[config.mk]
export PLATFORM = sky130hd
export DESIGN_NAME = float_to_fixed_pipe_flat
export DESIGN_NICKNAME = d
export VERILOG_FILES = /design/src/rtl/float_to_fixed_pipe_if.sv /design/src/rtl/float_to_fixed_pipe.sv /design/src/flat_wrapper.sv
export SDC_FILE = /design/constraint.sdc
export NUM_CORES = 1
export LEC_CHECK = 0
export ABC_AREA = 1
export CORE_UTILIZATION = 25
export DETAILED_ROUTE_END_ITERATION = 8
export GPL_TIMING_DRIVEN = 0
export HOLD_SLACK_MARGIN = 0.06
export PLACE_DENSITY = 0.54
export SLEW_MARGIN = 20
export SYNTH_ARGS = -nofsm -noshare
export SYNTH_HDL_FRONTEND = slang
export SYNTH_SLANG_ARGS = --single-unit
export TNS_END_PERCENT = 30
[constraint.sdc]
create_clock -name clk -period 2.85 [get_ports clk]
set_input_delay 0.57 -clock clk [delete_from_list [all_inputs] [get_ports clk]]
set_output_delay 0.57 -clock clk [all_outputs]
set_load 0.01 [all_outputs]
[src/rtl/float_to_fixed_pipe_if.sv]
// Handshake/data bundle between the angle source and float_to_fixed_pipe.
// master drives the float side; slave is the converter.
interface float_to_fixed_pipe_if #(
  parameter int DW = 32,
  parameter int W  = 22
);
  logic          clk_en;
  logic          in_valid;
  logic [DW-1:0] dataa;
  logic [W-1:0]  result;
  logic          out_valid;
  logic          sat;
  logic          nan;

  modport master (
    output clk_en, in_valid, dataa,
    input  result, out_valid, sat, nan
  );

  modport slave (
    input  clk_en, in_valid, dataa,
    output result, out_valid, sat, nan
  );
endinterface

[src/rtl/float_to_fixed_pipe.sv]
// IEEE-754 single -> signed Q(INTEGER_WIDTH).(FRACTIONAL_WIDTH) with sat/nan flags; F2Q_ROUND_EN selects round-nearest-away, else truncate.
// Latency: 4 enabled cycles, one conversion per enabled cycle.
// Backpressure: none; clk_en=0 freezes every stage and the outputs.
module float_to_fixed_pipe #(
  parameter int FLOAT_DATA_WIDTH  = 32,
  parameter int INTEGER_WIDTH     = 2,
  parameter int FRACTIONAL_WIDTH  = 20,
  parameter int CORDIC_DATA_WIDTH = INTEGER_WIDTH + FRACTIONAL_WIDTH
) (
  input logic                 clk,
  input logic                 rst,
  float_to_fixed_pipe_if.slave io
);
  localparam int W    = CORDIC_DATA_WIDTH;
  localparam int WIDE = W + 26;
  localparam logic [W-1:0]    POS_MAX = {1'b0, {(W-1){1'b1}}};
  localparam logic [W-1:0]    NEG_MAX = ~POS_MAX + 1'b1;
  localparam logic [WIDE-1:0] LIMIT   = WIDE'(1) << (W-1);
  localparam logic [9:0]      SH_BIAS = 10'(FRACTIONAL_WIDTH - 150);
  localparam logic [9:0]      OVF_EXP = 10'(126 + INTEGER_WIDTH);

  typedef enum logic [1:0] {CLS_NORM, CLS_ZERO, CLS_NAN, CLS_INF} cls_t;

  logic        in_s;
  logic [7:0]  in_e;
  logic [22:0] in_f;
  cls_t        in_cls;

  assign in_s = io.dataa[FLOAT_DATA_WIDTH-1];
  assign in_e = io.dataa[FLOAT_DATA_WIDTH-2 -: 8];
  assign in_f = io.dataa[22:0];

  always_comb begin
    in_cls = CLS_NORM;
    if (in_e == 8'h00)
      in_cls = CLS_ZERO;
    else if (in_e == 8'hFF)
      in_cls = (in_f != 23'd0) ? CLS_NAN : CLS_INF;
  end

  // Stage 1: unpack
  logic        s1_vld, s1_s;
  logic [7:0]  s1_e;
  logic [23:0] s1_mant;
  cls_t        s1_cls;

  always_ff @(posedge clk or negedge rst) begin
    if (!rst) begin
      s1_vld  <= 1'b0;
      s1_s    <= 1'b0;
      s1_e    <= '0;
      s1_mant <= '0;
      s1_cls  <= CLS_ZERO;
    end else if (io.clk_en) begin
      s1_vld  <= io.in_valid;
      s1_s    <= in_s;
      s1_e    <= in_e;
      s1_mant <= {1'b1, in_f};
      s1_cls  <= in_cls;
    end
  end

  // Stage 2: alignment shift and early range check
  logic        s2_vld, s2_s, s2_ovf;
  logic [9:0]  s2_sh;
  logic [23:0] s2_mant;
  cls_t        s2_cls;

  always_ff @(posedge clk or negedge rst) begin
    if (!rst) begin
      s2_vld  <= 1'b0;
      s2_s    <= 1'b0;
      s2_ovf  <= 1'b0;
      s2_sh   <= '0;
      s2_mant <= '0;
      s2_cls  <= CLS_ZERO;
    end else if (io.clk_en) begin
      s2_vld  <= s1_vld;
      s2_s    <= s1_s;
      s2_ovf  <= {2'b00, s1_e} >= OVF_EXP;
      s2_sh   <= {2'b00, s1_e} + SH_BIAS;
      s2_mant <= s1_mant;
      s2_cls  <= s1_cls;
    end
  end

  // Stage 3: shift (wide enough that nothing falls off before the range check)
  logic [9:0]      rsh;
  logic [WIDE-1:0] wide;
  logic            mag_ovf;
`ifdef F2Q_ROUND_EN
  logic [4:0]      ridx;
`endif

  always_comb begin
    rsh  = 10'd0 - s2_sh;
    wide = '0;
`ifdef F2Q_ROUND_EN
    ridx = rsh[4:0] - 5'd1;
`endif
    if (!s2_sh[9]) begin
      wide = WIDE'(s2_mant) << s2_sh;
    end else if (rsh < 10'd25) begin
      wide = WIDE'(s2_mant >> rsh);
`ifdef F2Q_ROUND_EN
      wide = wide + WIDE'(s2_mant[ridx]);
`endif
    end
    mag_ovf = s2_ovf || (wide >= LIMIT);
  end

  logic         s3_vld, s3_s, s3_ovf;
  logic [W-1:0] s3_mag;
  cls_t         s3_cls;

  always_ff @(posedge clk or negedge rst) begin
    if (!rst) begin
      s3_vld <= 1'b0;
      s3_s   <= 1'b0;
      s3_ovf <= 1'b0;
      s3_mag <= '0;
      s3_cls <= CLS_ZERO;
    end else if (io.clk_en) begin
      s3_vld <= s2_vld;
      s3_s   <= s2_s;
      s3_ovf <= mag_ovf;
      s3_mag <= wide[W-1:0];
      s3_cls <= s2_cls;
    end
  end

  // Stage 4: sign, symmetric clamp and flags
  logic [W-1:0] nxt_res;
  logic         nxt_sat, nxt_nan;

  always_comb begin
    nxt_res = '0;
    nxt_sat = 1'b0;
    nxt_nan = 1'b0;
    case (s3_cls)
      CLS_NAN:  nxt_nan = 1'b1;
      CLS_INF:  begin
        nxt_sat = 1'b1;
        nxt_res = s3_s ? NEG_MAX : POS_MAX;
      end
      CLS_ZERO: nxt_res = '0;
      default: begin
        if (s3_ovf) begin
          nxt_sat = 1'b1;
          nxt_res = s3_s ? NEG_MAX : POS_MAX;
        end else begin
          nxt_res = s3_s ? (~s3_mag + 1'b1) : s3_mag;
        end
      end
    endcase
  end

  logic         out_vld, out_sat, out_nan;
  logic [W-1:0] out_res;

  always_ff @(posedge clk or negedge rst) begin
    if (!rst) begin
      out_vld <= 1'b0;
      out_sat <= 1'b0;
      out_nan <= 1'b0;
      out_res <= '0;
    end else if (io.clk_en) begin
      out_vld <= s3_vld;
      out_sat <= s3_vld & nxt_sat;
      out_nan <= s3_vld & nxt_nan;
      out_res <= nxt_res;
    end
  end

  assign io.out_valid = out_vld;
  assign io.sat       = out_sat;
  assign io.nan       = out_nan;
  assign io.result    = out_res;
endmodule

[src/flat_wrapper.sv]
// flat-port wrapper written by rule: the top's interface ports become plain ports
module float_to_fixed_pipe_flat 
#(
  parameter int FLOAT_DATA_WIDTH  = 32,
  parameter int INTEGER_WIDTH     = 2,
  parameter int FRACTIONAL_WIDTH  = 20,
  parameter int CORDIC_DATA_WIDTH = INTEGER_WIDTH + FRACTIONAL_WIDTH
)
  (clk, rst, io_clk_en, io_in_valid, io_dataa, io_result, io_out_valid, io_sat, io_nan);
  float_to_fixed_pipe_if #(.DW(32), .W(((2) + (20)))) io_i ();
  input logic clk;
  input logic rst;
  input wire logic [$bits(io_i.clk_en)-1:0] io_clk_en;
  input wire logic [$bits(io_i.in_valid)-1:0] io_in_valid;
  input wire logic [$bits(io_i.dataa)-1:0] io_dataa;
  output wire logic [$bits(io_i.result)-1:0] io_result;
  output wire logic [$bits(io_i.out_valid)-1:0] io_out_valid;
  output wire logic [$bits(io_i.sat)-1:0] io_sat;
  output wire logic [$bits(io_i.nan)-1:0] io_nan;
  assign io_i.clk_en = io_clk_en;
  assign io_i.in_valid = io_in_valid;
  assign io_i.dataa = io_dataa;
  assign io_result = io_i.result;
  assign io_out_valid = io_i.out_valid;
  assign io_sat = io_i.sat;
  assign io_nan = io_i.nan;
  float_to_fixed_pipe #(.FLOAT_DATA_WIDTH(FLOAT_DATA_WIDTH), .INTEGER_WIDTH(INTEGER_WIDTH), .FRACTIONAL_WIDTH(FRACTIONAL_WIDTH), .CORDIC_DATA_WIDTH(CORDIC_DATA_WIDTH)) u_core (.clk(clk), .rst(rst), .io(io_i));
endmodule
==> metrics.txt <==
nature of the critical path startpoint=flop; xor and xnor fraction of the mapped netlist area=about 1.1%; path length in cells of the critical path=21; library cell with the largest summed area after synthesis=sky130_fd_sc_hd__dfrtp_1; status=finished clean; synthesized area per cell=6.55 µm²; initial core utilization=25.5%; slew at the pin closest to its max-slew limit=roughly 0.86 ns; worst hold path stage count=1; prevailing post-synth register cell=sky130_fd_sc_hd__dfrtp_1; mux share of post-synthesis cell area=0%; WL final=34.6 mm; Total Die Area=roughly 36000 µm²; grt met1 use=around a quarter; H-tree lvl count=4; diode count=0; mean routed wirelength per cell=between 15 and 20 µm; I/O Buffers=slightly below 60; placed cell areas=10000 µm²; Placeable Area=34600 µm²; max frequency=~350 MHz; clock network fraction of design power=31.3%; fin area=11200 µm²; logic gate share of total power=37.9%; data required time of the worst path=3.22 ns; Final GP Congestion=roughly 0.96; GRT met3 Usage=3.95%; largest net degree at the start of global routing=84; post-layout net count=1487; combinational family with the most area after synthesis=simple AND/OR/NAND/NOR gates; gate family responsible for the most delay along the worst path=simple AND/OR/NAND/NOR gates; critical path's largest stage delay=0.39 ns; grt peak-use layer=met2; largest fanout on the critical path=7; post-synthesis instance area=8820 µm²; setup repair after global routing missed its margin=true; nature of the critical path endpoint=flop; slowest library cell on the worst path=sky130_fd_sc_hd__dfrtp_1; cell mode on critical path=sky130_fd_sc_hd__nand2_1; vias after detailed routing=9959; placed cell count=between 1500 and 2000; buffer levels on the longest clock path=2; clk slew on worst S/H paths=0.06 ns; startpoint of the tightest hold check path=u_core.s1_e[1]; reported net switching power=slightly below 3 mW; smallest hold slack=0.462 ns; Max transition margin=43.0%; non-filler cells in the finished layout=approximately 1900; library cells used by synthesis=43; clock period minus final worst setup slack=2.85 ns; number of violations reported at the end of detailed-routing iteration 0=835; number of buffers inserted during clock tree synthesis=17; # IOs=61; cell depth of the worst flop-to-flop path=21; post-synthesis share of cell area spent on and, or, nand and nor gates=42.0%; length of the first detailed-routing pass in iterations=5; power density over cell area=roughly 650 nW/µm²; area share of fa/ha/maj cells after synthesis=less than 1%; filler cell count in the final layout=3804; Reg-to-Reg End=u_core.s3_mag[1]; number of enable flip-flop cells after synthesis=0; number of instances in the synthesized netlist=1346; synth top area cells=sky130_fd_sc_hd__dfrtp_1 (35%), sky130_fd_sc_hd__nand2_1 (18%), sky130_fd_sc_hd__nand3_1 (12%); max-capacitance violation count=0; area share of the largest cell type after synthesis=35.2%; Num Clock Sinks=127; final max-slew violation count=0; # setup viols final=0; count of warnings emitted by yosys=0; share of the yosys chip area belonging to registers=36.1%; number of global-route vias before repair=~10000; sequential share of power=between 30% and 40%; Layout Area Growth over Synthesis=26.9%; remaining global-route overflow=0; arrival time of data at the critical path endpoint=3.22 ns; half-perimeter wire length after detailed placement=approximately 26 mm; number of nets produced by synthesis=1386; min-delay worst type=flop to flop; Layout Skew=0.00918 ns; Worst Path Buf+Inv=4; period utilization=99.9%; synthesized-area fraction occupied by ao, oa, aoi and oai cells=12.2%; Overall Global Routing Usage=between 10% and 20%; hold violation count in the final report=0; Critical R2R Launch=u_core.s2_sh[1]; Final Util=32.3%; antenna-violating nets left=0; met2 global-route usage=32.1%; share of layout cells above drive strength 1=11.4%; global-route wire length before repair=~55 mm; minimum setup slack among reg-to-reg paths=0.002 ns; # DRC=0; internal power summed over all cells=4.37 mW; leading cell type in the layout, fill and taps excluded=sky130_fd_sc_hd__nand2_1; post-detailed-route via-to-cell ratio=around 5.2; largest voltage drop on the vdd net=0.482 mV; end of the worst hold path=u_core.s2_sh[1]; critical path, cell by cell=buf_6 > clkinv_8 > clkbuf_16 > ha_4 > nand3_4 > o21ai_2 > nand2_2 > nor2_4 > buf_6 > nand4_1 > nand2_1 > nand2_1 > nand2_2 > nand2_1 > nand2_2 > nand3_1 > nand2_1 > nand2_1 > nand2_1 > nand2_1 > nand2_1; Crit Path Class=flop to flop; die boundary width=approximately 190 µm; initial antenna violation count=0; CTS root buf=sky130_fd_sc_hd__clkbuf_16; worst skew pair latency=0.44 ns; clock tree from TritonCTS=yes; share of synthesized flip-flops with an asynchronous set or reset=100%; Site Rows=a little under 70; die height=about 190 µm; switching power share of the total=40.0%; leakage power summed over all cells=approximately 5.1 nW; Seq cells post-synth=127; top library cells by usage in the layout, fill and taps aside=sky130_fd_sc_hd__nand2_1 (402), sky130_fd_sc_hd__nand3_1 (187), sky130_fd_sc_hd__dfrtp_1 (124)
==> worst max-delay path by stage <==
| stage | start | to | slack [ns] |
|---|---|---|---|
| floorplan | u_core.s2_sh[0] | u_core.s3_mag[1] | 0.14 |
| global placement | rst | u_core.s2_mant[14] | -4.10 |
| detailed placement | u_core.s2_sh[0] | u_core.s3_mag[19] | -0.95 |
| CTS | u_core.s2_sh[0] | u_core.s3_mag[0] | 0.03 |
| global route | u_core.s2_sh[1] | u_core.s3_ovf | -0.15 |
| finish | u_core.s2_sh[1] | u_core.s3_mag[1] | 0.002 |
==> logic make-up after synthesis <==
kind of cell | Yosys count
and+or+nand+nor | 829
DFF | 127
AOI/OAI and AO/OA | 204
xor gates and xnor gates | 9
adders and majority gates | 4
buffers and inverters | 173
==> sequential cells by signal (all words and copies together) (netlist names) <==
register,cells
u_core.io.nan,1
u_core.io.out_valid,1
u_core.io.result,22
u_core.io.sat,1
u_core.s1_cls,2
u_core.s1_e,8
u_core.s1_mant,24
u_core.s1_s,1
u_core.s1_vld,1
u_core.s2_cls,2
u_core.s2_mant,24
u_core.s2_ovf,1
u_core.s2_s,1
u_core.s2_sh,10
u_core.s2_vld,1
u_core.s3_cls,2
u_core.s3_mag,22
u_core.s3_ovf,1
u_core.s3_s,1
u_core.s3_vld,1
==> power by group through the flow <==
stage	clock (mW)	sequential (mW)	combinational, mW
6_report	2.27	2.24	2.75
5_1_grt	2.39	2.27	3.03
3_3_place_gp	0	2.26	2.48
2_1_floorplan	0	2.23	1.55
4_1_cts	2.33	2.24	2.58
3_5_place_dp	0	2.27	2.48
==> metrics by stage <==
step / worst slack, ns / power [mW] / TNS [ns]
4_1_cts: 0.0326 / 7.14 / 0
3_5_place_dp: -0.954 / 4.75 / -18.80
6_report: 0.00175 / 7.27 / 0
2_1_floorplan: 0.142 / 3.78 / 0
5_1_grt: -0.151 / 7.69 / -1.59
3_3_place_gp: -4.10 / 4.74 / -530.37
==> area by class of cell <==
cell class / count / area (µm²) / share of cell area (%)
buffer: 84 / 443 / 3.96
clock buffer: 17 / 425 / 3.80
clock inverter: 15 / 185 / 1.65
inverter: 89 / 360 / 3.22
multi-input combinational: 1046 / 5220 / 46.7
sequential: 127 / 3180 / 28.4
tap: 455 / 569 / 5.09
timing repair buffer: 82 / 805 / 7.19
==> metal layers <==
metal  vias to the layer above  routed length [µm]
met5                         -                   0
met4                         0                 971
met3                        74                2160
met2                       361               16200
met1                      4770               15200
li1                       4754                   -
==> Yosys cell counts (2+ instances only) <==
library cell               number
sky130_fd_sc_hd__o211ai_1       6
sky130_fd_sc_hd__nand2_1      419
sky130_fd_sc_hd__o21ai_0      112
sky130_fd_sc_hd__clkbuf_1      48
sky130_fd_sc_hd__nand4_1       72
sky130_fd_sc_hd__buf_4          3
sky130_fd_sc_hd__dfstp_2        3
sky130_fd_sc_hd__and2_1         2
sky130_fd_sc_hd__dfrtp_1      124
sky130_fd_sc_hd__o21a_1         2
sky130_fd_sc_hd__xnor2_1        3
sky130_fd_sc_hd__nand3_1      220
sky130_fd_sc_hd__buf_6          4
sky130_fd_sc_hd__nor3_1         7
sky130_fd_sc_hd__nor2_2         3
sky130_fd_sc_hd__buf_1         19
sky130_fd_sc_hd__o21bai_1       2
sky130_fd_sc_hd__nor4_1         6
sky130_fd_sc_hd__nand2_2        3
sky130_fd_sc_hd__o31ai_1        3
sky130_fd_sc_hd__nand3b_1       2
sky130_fd_sc_hd__ha_1           4
sky130_fd_sc_hd__buf_2         10
sky130_fd_sc_hd__xor2_1         5
sky130_fd_sc_hd__a21oi_1       51
sky130_fd_sc_hd__o21ai_1       13
sky130_fd_sc_hd__or4_1          2
sky130_fd_sc_hd__or2_2          2
sky130_fd_sc_hd__nor2_1        84
sky130_fd_sc_hd__a21boi_0       2
sky130_fd_sc_hd__nand3_4        2
sky130_fd_sc_hd__clkinv_1       4
sky130_fd_sc_hd__nor2_4         4
sky130_fd_sc_hd__o22ai_1        3
sky130_fd_sc_hd__inv_1         73
sky130_fd_sc_hd__inv_2         10
sky130_fd_sc_hd__a31oi_1        8
==> repair_timing <==
action | CTS | global route
hold buffers | 1 | 0
hold endpoints to repair | 44 | 0
setup endpoints to repair | 23 | 23
setup buffers | 8 | 10
pin swaps | 13 | 28
cloned | 2 | 1
gates resized for setup | 42 | 56
Note: power is estimated with default switching activity, not from simulation.
